**src/rtl/led_fade_pwm_if.sv**
```systemverilog
// led_fade_pwm_if: control/status bundle between the LED pattern state machine
// and the LED fade/PWM output stage.
//   enable     : run fading and LED drive (0 = frozen and dark)
//   pattern_in : per-LED on/off request
//   max_level  : brightness target for LEDs that are requested on
//   LED        : registered PWM drive to the board LEDs
//   busy       : registered, 1 while any channel is still fading
// master drives the requests, slave is the fade/PWM block.
interface led_fade_pwm_if;
    logic       enable;
    logic [7:0] pattern_in;
    logic [7:0] max_level;
    logic [7:0] LED;
    logic       busy;

    modport master (
        output enable,
        output pattern_in,
        output max_level,
        input  LED,
        input  busy
    );

    modport slave (
        input  enable,
        input  pattern_in,
        input  max_level,
        output LED,
        output busy
    );
endinterface

```
**src/rtl/led_fade_pwm.sv**
```systemverilog
// led_fade_pwm: drives eight LEDs by PWM, ramping each LED's brightness linearly
// toward its on/off target so pattern changes show up as smooth fades.
// All state runs on CLOCK_50; the ramp rate comes from a clock-enable divider.
//   CLOCK_50 : system clock, rising edge
//   RESET_N  : asynchronous active-low reset
//   bus      : slave side of led_fade_pwm_if (enable, pattern_in, max_level in;
//              LED, busy out)
// Parameters:
//   RAMP_DIV : CLOCK_50 cycles per ramp tick (>= 2)
//   STEP     : level change per ramp tick (1..255)
module led_fade_pwm #(
    parameter int unsigned RAMP_DIV = 48828,
    parameter int unsigned STEP     = 1
) (
    input logic           CLOCK_50,
    input logic           RESET_N,
    led_fade_pwm_if.slave bus
);

    localparam int unsigned     DivW    = $clog2(RAMP_DIV);
    localparam logic [DivW-1:0] DivLast = DivW'(RAMP_DIV - 1);
    localparam logic [8:0]      Step9   = 9'(STEP);

    logic [DivW-1:0] div_cnt_q, div_cnt_d;
    logic [7:0]      pwm_cnt_q;
    logic [7:0]      level_q  [8];
    logic [7:0]      level_d  [8];
    logic [7:0]      target_q [8];
    logic [7:0]      target_d [8];
    logic [7:0]      led_q, led_d;
    logic            busy_q, busy_d;
    logic            tick;
    logic [8:0]      up_sum   [8];
    logic [8:0]      dn_diff  [8];

    always_comb begin
        tick      = bus.enable && (div_cnt_q == DivLast);
        div_cnt_d = div_cnt_q;
        if (bus.enable) begin
            div_cnt_d = tick ? '0 : div_cnt_q + DivW'(1);
        end

        led_d  = '0;
        busy_d = 1'b0;
        for (int i = 0; i < 8; i++) begin
            target_d[i] = bus.pattern_in[i] ? bus.max_level : 8'h00;
            led_d[i]    = bus.enable && (level_q[i] > pwm_cnt_q);
            busy_d      = busy_d | (level_q[i] != target_q[i]);

            // 9-bit arithmetic: carry/borrow in bit 8 means overshoot, clamp to target.
            up_sum[i]  = {1'b0, level_q[i]} + Step9;
            dn_diff[i] = {1'b0, level_q[i]} - Step9;

            level_d[i] = level_q[i];
            if (tick) begin
                if (level_q[i] < target_q[i]) begin
                    level_d[i] = (up_sum[i] > {1'b0, target_q[i]}) ? target_q[i]
                                                                    : up_sum[i][7:0];
                end else if (level_q[i] > target_q[i]) begin
                    level_d[i] = (dn_diff[i][8] || (dn_diff[i][7:0] < target_q[i]))
                                 ? target_q[i] : dn_diff[i][7:0];
                end
            end
        end
    end

    always_ff @(posedge CLOCK_50 or negedge RESET_N) begin
        if (!RESET_N) begin
            div_cnt_q <= '0;
            pwm_cnt_q <= 8'h00;
            led_q     <= 8'h00;
            busy_q    <= 1'b0;
            for (int i = 0; i < 8; i++) begin
                level_q[i]  <= 8'h00;
                target_q[i] <= 8'h00;
            end
        end else begin
            div_cnt_q <= div_cnt_d;
            // Free-running regardless of enable so the PWM period never stretches.
            pwm_cnt_q <= pwm_cnt_q + 8'd1;
            led_q     <= led_d;
            busy_q    <= busy_d;
            for (int i = 0; i < 8; i++) begin
                level_q[i]  <= level_d[i];
                target_q[i] <= target_d[i];
            end
        end
    end

    assign bus.LED  = led_q;
    assign bus.busy = busy_q;

endmodule

```
**src/flat_wrapper.sv**
```systemverilog
// flat-port wrapper written by rule: the top's interface ports become plain ports
module led_fade_pwm_flat 
#(
    parameter int unsigned RAMP_DIV = 48828,
    parameter int unsigned STEP     = 1
)
  (CLOCK_50, RESET_N, bus_enable, bus_pattern_in, bus_max_level, bus_LED, bus_busy);
  led_fade_pwm_if bus_i ();
  input logic CLOCK_50;
  input logic RESET_N;
  input wire logic [$bits(bus_i.enable)-1:0] bus_enable;
  input wire logic [$bits(bus_i.pattern_in)-1:0] bus_pattern_in;
  input wire logic [$bits(bus_i.max_level)-1:0] bus_max_level;
  output wire logic [$bits(bus_i.LED)-1:0] bus_LED;
  output wire logic [$bits(bus_i.busy)-1:0] bus_busy;
  assign bus_i.enable = bus_enable;
  assign bus_i.pattern_in = bus_pattern_in;
  assign bus_i.max_level = bus_max_level;
  assign bus_LED = bus_i.LED;
  assign bus_busy = bus_i.busy;
  led_fade_pwm #(.RAMP_DIV(RAMP_DIV), .STEP(STEP)) u_core (.CLOCK_50(CLOCK_50), .RESET_N(RESET_N), .bus(bus_i));
endmodule
```
**config.mk**
```make
export PLATFORM = sky130hd
export DESIGN_NAME = led_fade_pwm_flat
export DESIGN_NICKNAME = d
export VERILOG_FILES = /design/src/rtl/led_fade_pwm_if.sv /design/src/rtl/led_fade_pwm.sv /design/src/flat_wrapper.sv
export SDC_FILE = /design/constraint.sdc
export NUM_CORES = 1
export LEC_CHECK = 0
export ABC_AREA = 1
export BUFFER_PORTS_ARGS = -buffer_cell sky130_fd_sc_hd__buf_2
export CAP_MARGIN = 20
export CORE_ASPECT_RATIO = 1.75
export CORE_MARGIN = 5
export CORE_UTILIZATION = 55
export CTS_CLUSTER_DIAMETER = 40
export CTS_CLUSTER_SIZE = 20
export DETAILED_ROUTE_END_ITERATION = 10
export HOLD_SLACK_MARGIN = 0.08
export PLACE_DENSITY = 0.82
export SLEW_MARGIN = 15
export SYNTH_ARGS = -nofsm -noshare
export SYNTH_HDL_FRONTEND = slang
export SYNTH_SLANG_ARGS = --single-unit
export TNS_END_PERCENT = 10
```
**constraint.sdc**
```tcl
create_clock -name CLOCK_50 -period 2.7 [get_ports CLOCK_50]
set_input_delay 0.135 -clock CLOCK_50 [delete_from_list [all_inputs] [get_ports CLOCK_50]]
set_output_delay 0.135 -clock CLOCK_50 [all_outputs]
set_load 0.01 [all_outputs]
```
# Word level (Yosys, flattened, before mapping)
# Index checks and enable logic that the tools add are counted.
# word_totals
reg_bits	161
output_inout_bits	9
# classes
magnitude_cmp	40
mux	41
eq_ne	9
bitwise	7
reduce_logical	33
addsub	18
# ops
operator	count
two-way mux 8 bit	40
greater-than comparator 8 bit	16
< comparator 8 bit	16
adder 8 x 1 -> 9 bit (second input constant)	8
greater-than comparator 9 x 8 -> 1 bit	8
subtractor 8 x 1 -> 9 bit (second input constant)	8
inequality test 8 bit	8
adder 16 x 1 -> 16 bit (second input constant)	1
== test 16 bit (second input constant)	1
two-way mux 16 bit	1
AND reduction 2 bit	8
nonzero test 2 bit	8
logical AND 1 bit	9
adder 8 x 1 -> 8 bit (second input constant)	1
logical OR 1 bit	8
bitwise OR 1 bit	7

# Logic depth before layout (Yosys ltp)
# depth
ltp_word	8
ltp_mapped	20

# Worst setup path after synthesis
# OpenSTA, ideal clock, no wires.
# synth_timing
path_type	reg2reg
start	register u_core.level_q[18] in the netlist's numbering
end	register u_core.level_q[23] in the netlist's numbering
setup_time_ns	0.117
slack_ns	0.141
arrival_time_ns	2.442
n_path_buf	2
period_less_slack_ns	2.559
path_stages_with_launch	20
path_cell_list	dfrtp_1 buf_2 nand3_1 nor2_1 nand2_1 nor2_1 xor2_1 inv_1 ha_1 inv_1 nor2_1 nand3_1 or2_2 buf_2 nand2_2 nand2_1 nand3_1 nand2_1 nand2_1 nand2_1
# synth_between
elab_chain_cells	6
# synth_rtl
item	line_no	source
from (decl)	led_fade_pwm.sv:26	logic [7:0] level_q [8];
from (signal, indexed assignment)	led_fade_pwm.sv:84	level_q[i] <= level_d[i];
subtractor 8 x 1 -> 9 bit	led_fade_pwm.sv:52	dn_diff[i] = {1'b0, level_q[i]} - Step9;
< comparator 8 bit	led_fade_pwm.sv:60	level_d[i] = (dn_diff[i][8] || (dn_diff[i][7:0] < target_q[i]))
logical OR 1 bit	led_fade_pwm.sv:60	
two-way mux 8 bit	led_fade_pwm.sv:61	? target_q[i] : dn_diff[i][7:0];
two-way mux 8 bit	led_fade_pwm.sv:59	end else if (level_q[i] > target_q[i]) begin
two-way mux 8 bit	led_fade_pwm.sv:56	if (level_q[i] < target_q[i]) begin
# Parallel ways exist; a longest one is shown, timed or not. The select of a mux whose other input is x is not followed.
# A chain may end at the register's enable or synchronous reset.

# Worst setup path after layout
# layout_timing
start	register u_core.level_q[16] in the netlist's numbering
end	register u_core.level_q[20] in the netlist's numbering
# Same word-level chain as after synthesis.

==> metrics.txt <==
post-synth cell types=43; first-pass GRT wire length=a little under 80000 um; P_leak=11.5 nW; via count=17100; worst-case reg-to-reg path depth=16; Residual DRC=0; area of the die=33900 um2; dpl cells=around 3000; async set or reset register ratio after synthesis=100%; Num CTS Buffers=17; Clock transition at path regs=about 0.070 ns; antenna-violating nets left=0; FMAX=380 MHz; Syn Nets=2756; clock root buffer=clkbuf_16; cell area after synthesis=16600 um2; share of the synthesized area in the top cell type=24.3%; Placer Congestion=1.01; RSZ-0062 raised after global routing=yes; clock skew=0.0149 ns; crit path max fanout=9; cells after synthesis=2471; core area=30000 um2; Slew HR=45.0%; DRT Pass-1 Iters=7; vias in the first global route=16900; mean cell area of the mapped netlist=6.71 um2; Iter 0 DRT Violations=roughly 1100; Die X=141 um; H-tree level count=4; Tcrit/Tclk final=97.4%; Die Ht=~240 um; worst setup margin=0.0692 ns; area leader, netlist=dfrtp_1; clock latency on the worst-skew pair=0.45 ns; I/O Buffers=27; commonest non-fill, non-tap cell in the layout=nand2_1; total grt overflow=0; drt wl/cell=16.7 um; Max Slew Vio Count=0; Filler Cell Count=2505; r2r setup slk=0.07 ns; vias per inst=between 5 and 6; drt total wl=50900 um; Final setup viols=0; Top-Level Pins=28; Worst-Margin Slew=slightly above 0.8 ns; Max VDD drop=470 uV; Initial Utilization=between 50% and 60%; fraction of layout cells with a size suffix above 1=16.2%; CTS Sinks=161; crit path launch=u_core.level_q[16]$_DFFE_PN0P_; Hold Path Class=input port to async pin; Tmin final=around 2.6 ns; Util after Layout=66.0%; CTS tree=yes; Synth Warn #=0; Worst Path Arrival=2.97 ns; Hold WS=0.290 ns; aggregate negative setup slack=0 ns; largest net degree at the start of global routing=82; critical path class=flop to flop; initial antenna violation count=2; Post-synth top flop=dfrtp_1; register area share after synthesis=around 24%; Worst R2R End=u_core.level_q[20]$_DFFE_PN0P_; most frequent cells in the layout=713 x nand2_1, 388 x inv_1, 285 x nand3_1; Yosys reg bits=about 160; power density cells=319 nW/um2; final hold viol count=0; max-cap check violation count=0; Setup crit end kind=flop; Finished Layout Cells=3048; Critical Path Sink=u_core.level_q[20]$_DFFE_PN0P_; Post-synth EDFFs=0; top cells by area, synth=dfrtp_1 24%, ha_1 20%, nand2_1 17%, nand3_1 9.3%, inv_1 9.2%; Layout area overhead=19.3%; critical path required time=3.04 ns; Post-DP HPWL=38500 um; RR Startpoint=u_core.level_q[16]$_DFFE_PN0P_; Core Rows=84; status=finished, final reports clean; dpl ws=-0.0856 ns; Startpoint Class=flop; Max Root-Sink Buffers=2; GRT Util Overall=29.0%; NumNets Final=between 2000 and 3000
area by class of cell:
| cell class | instances | area, um2 | area share (%) |
|---|---|---|---|
| inverters | 428 | 1640 | 8.27 |
| multi-input cells | 1840 | 11500 | 58.0 |
| clock inverters | 14 | 166 | 0.841 |
| diodes | 1 | 2.50 | 0.0127 |
| clock buffers | 18 | 439 | 2.22 |
| well taps | 387 | 484 | 2.45 |
| flip-flops and latches | 161 | 4050 | 20.5 |
| repair buffers | 199 | 1530 | 7.75 |
critical path, cell delays in order (launching register included):
cell and delay (ns):
dfrtp_2 0.47, ha_4 0.19, nand4_1 0.12, xor2_1 0.23, inv_1 0.07, ha_1 0.28
nand2_1 0.07, nand2_1 0.07, a21oi_1 0.14, nor2b_1 0.28, nand2_4 0.14, nand2_4 0.13
nand2_1 0.07, nand3_1 0.08, nand2_1 0.06, nand2_1 0.07, nand2_1 0.06
kinds of logic after synthesis:
logic type	after synthesis	synth area share, %
adders and majority gates	266	20.1
buffers and inverters	470	10.9
xor gates and xnor gates	77	4.07
AOI/OAI and AO/OA	199	7.02
DFF	161	24.3
and+or+nand+nor	1298	33.6
state kept, by name, summed over array words and instances, names as in the netlist:
signal	flops
u_core.bus.LED	8
u_core.target_q	64
u_core.div_cnt_q	16
u_core.pwm_cnt_q	8
u_core.level_q	64
u_core.bus.busy	1
how the worst min path moves through the flow:
stage                                        to
global placement    u_core.bus.LED[3]$_DFF_PN0_
floorplan           u_core.bus.LED[0]$_DFF_PN0_
global route        u_core.bus.LED[3]$_DFF_PN0_
detailed placement  u_core.bus.LED[3]$_DFF_PN0_
finish              u_core.bus.LED[3]$_DFF_PN0_
CTS                 u_core.bus.LED[3]$_DFF_PN0_
timing repair:
item | 4_1_cts | 5_1_grt
setup buffers | 0 | 26
resized for setup | 7 | 196
hold buffers | 21 | 0
gates cloned | 0 | 0
endpoints found under the setup margin | 30 | 64
pin swaps | 0 | 73
endpoints found under the hold margin | 144 | 0
where the power goes:
part	switching, mW	total (mW)	internal [mW]
clock	1.18	2.52	1.35
combinational	0.755	1.16	0.403
sequential	0.105	2.63	2.53
total	2.04	6.31	4.28
synthesized netlist by cell type, drive strengths merged, types with 4 or more instances:
master,n
o21bai,13
buf,19
xnor2,10
nor3,32
nor2,153
ha,266
o21ai,45
nand4,29
xor2,67
nand3,312
a21oi,127
nor4,5
dfrtp,161
o41ai,4
inv,425
nand2,748
clkbuf,23
nand3b,7
or2,8
routing by layer:
metal / GRT usage, % / vias to the layer above / routed length [um]
met5: 0 / - / 0
met3: 4.23 / 296 / 2780
met1: 27.5 / 7831 / 17100
met2: 55.3 / 725 / 26700
li1: - / 8258 / -
met4: 21.5 / 0 / 4230
through the flow:
step / total power [mW] / instance area [um2]
2_1_floorplan: 3.37 / 16600
4_1_cts: 6.27 / 18800
6_report: 6.31 / 19800
3_3_place_gp: 3.70 / 18000
5_1_grt: 6.59 / 19800
3_5_place_dp: 3.75 / 18000
(Power assumes the default switching activity.)
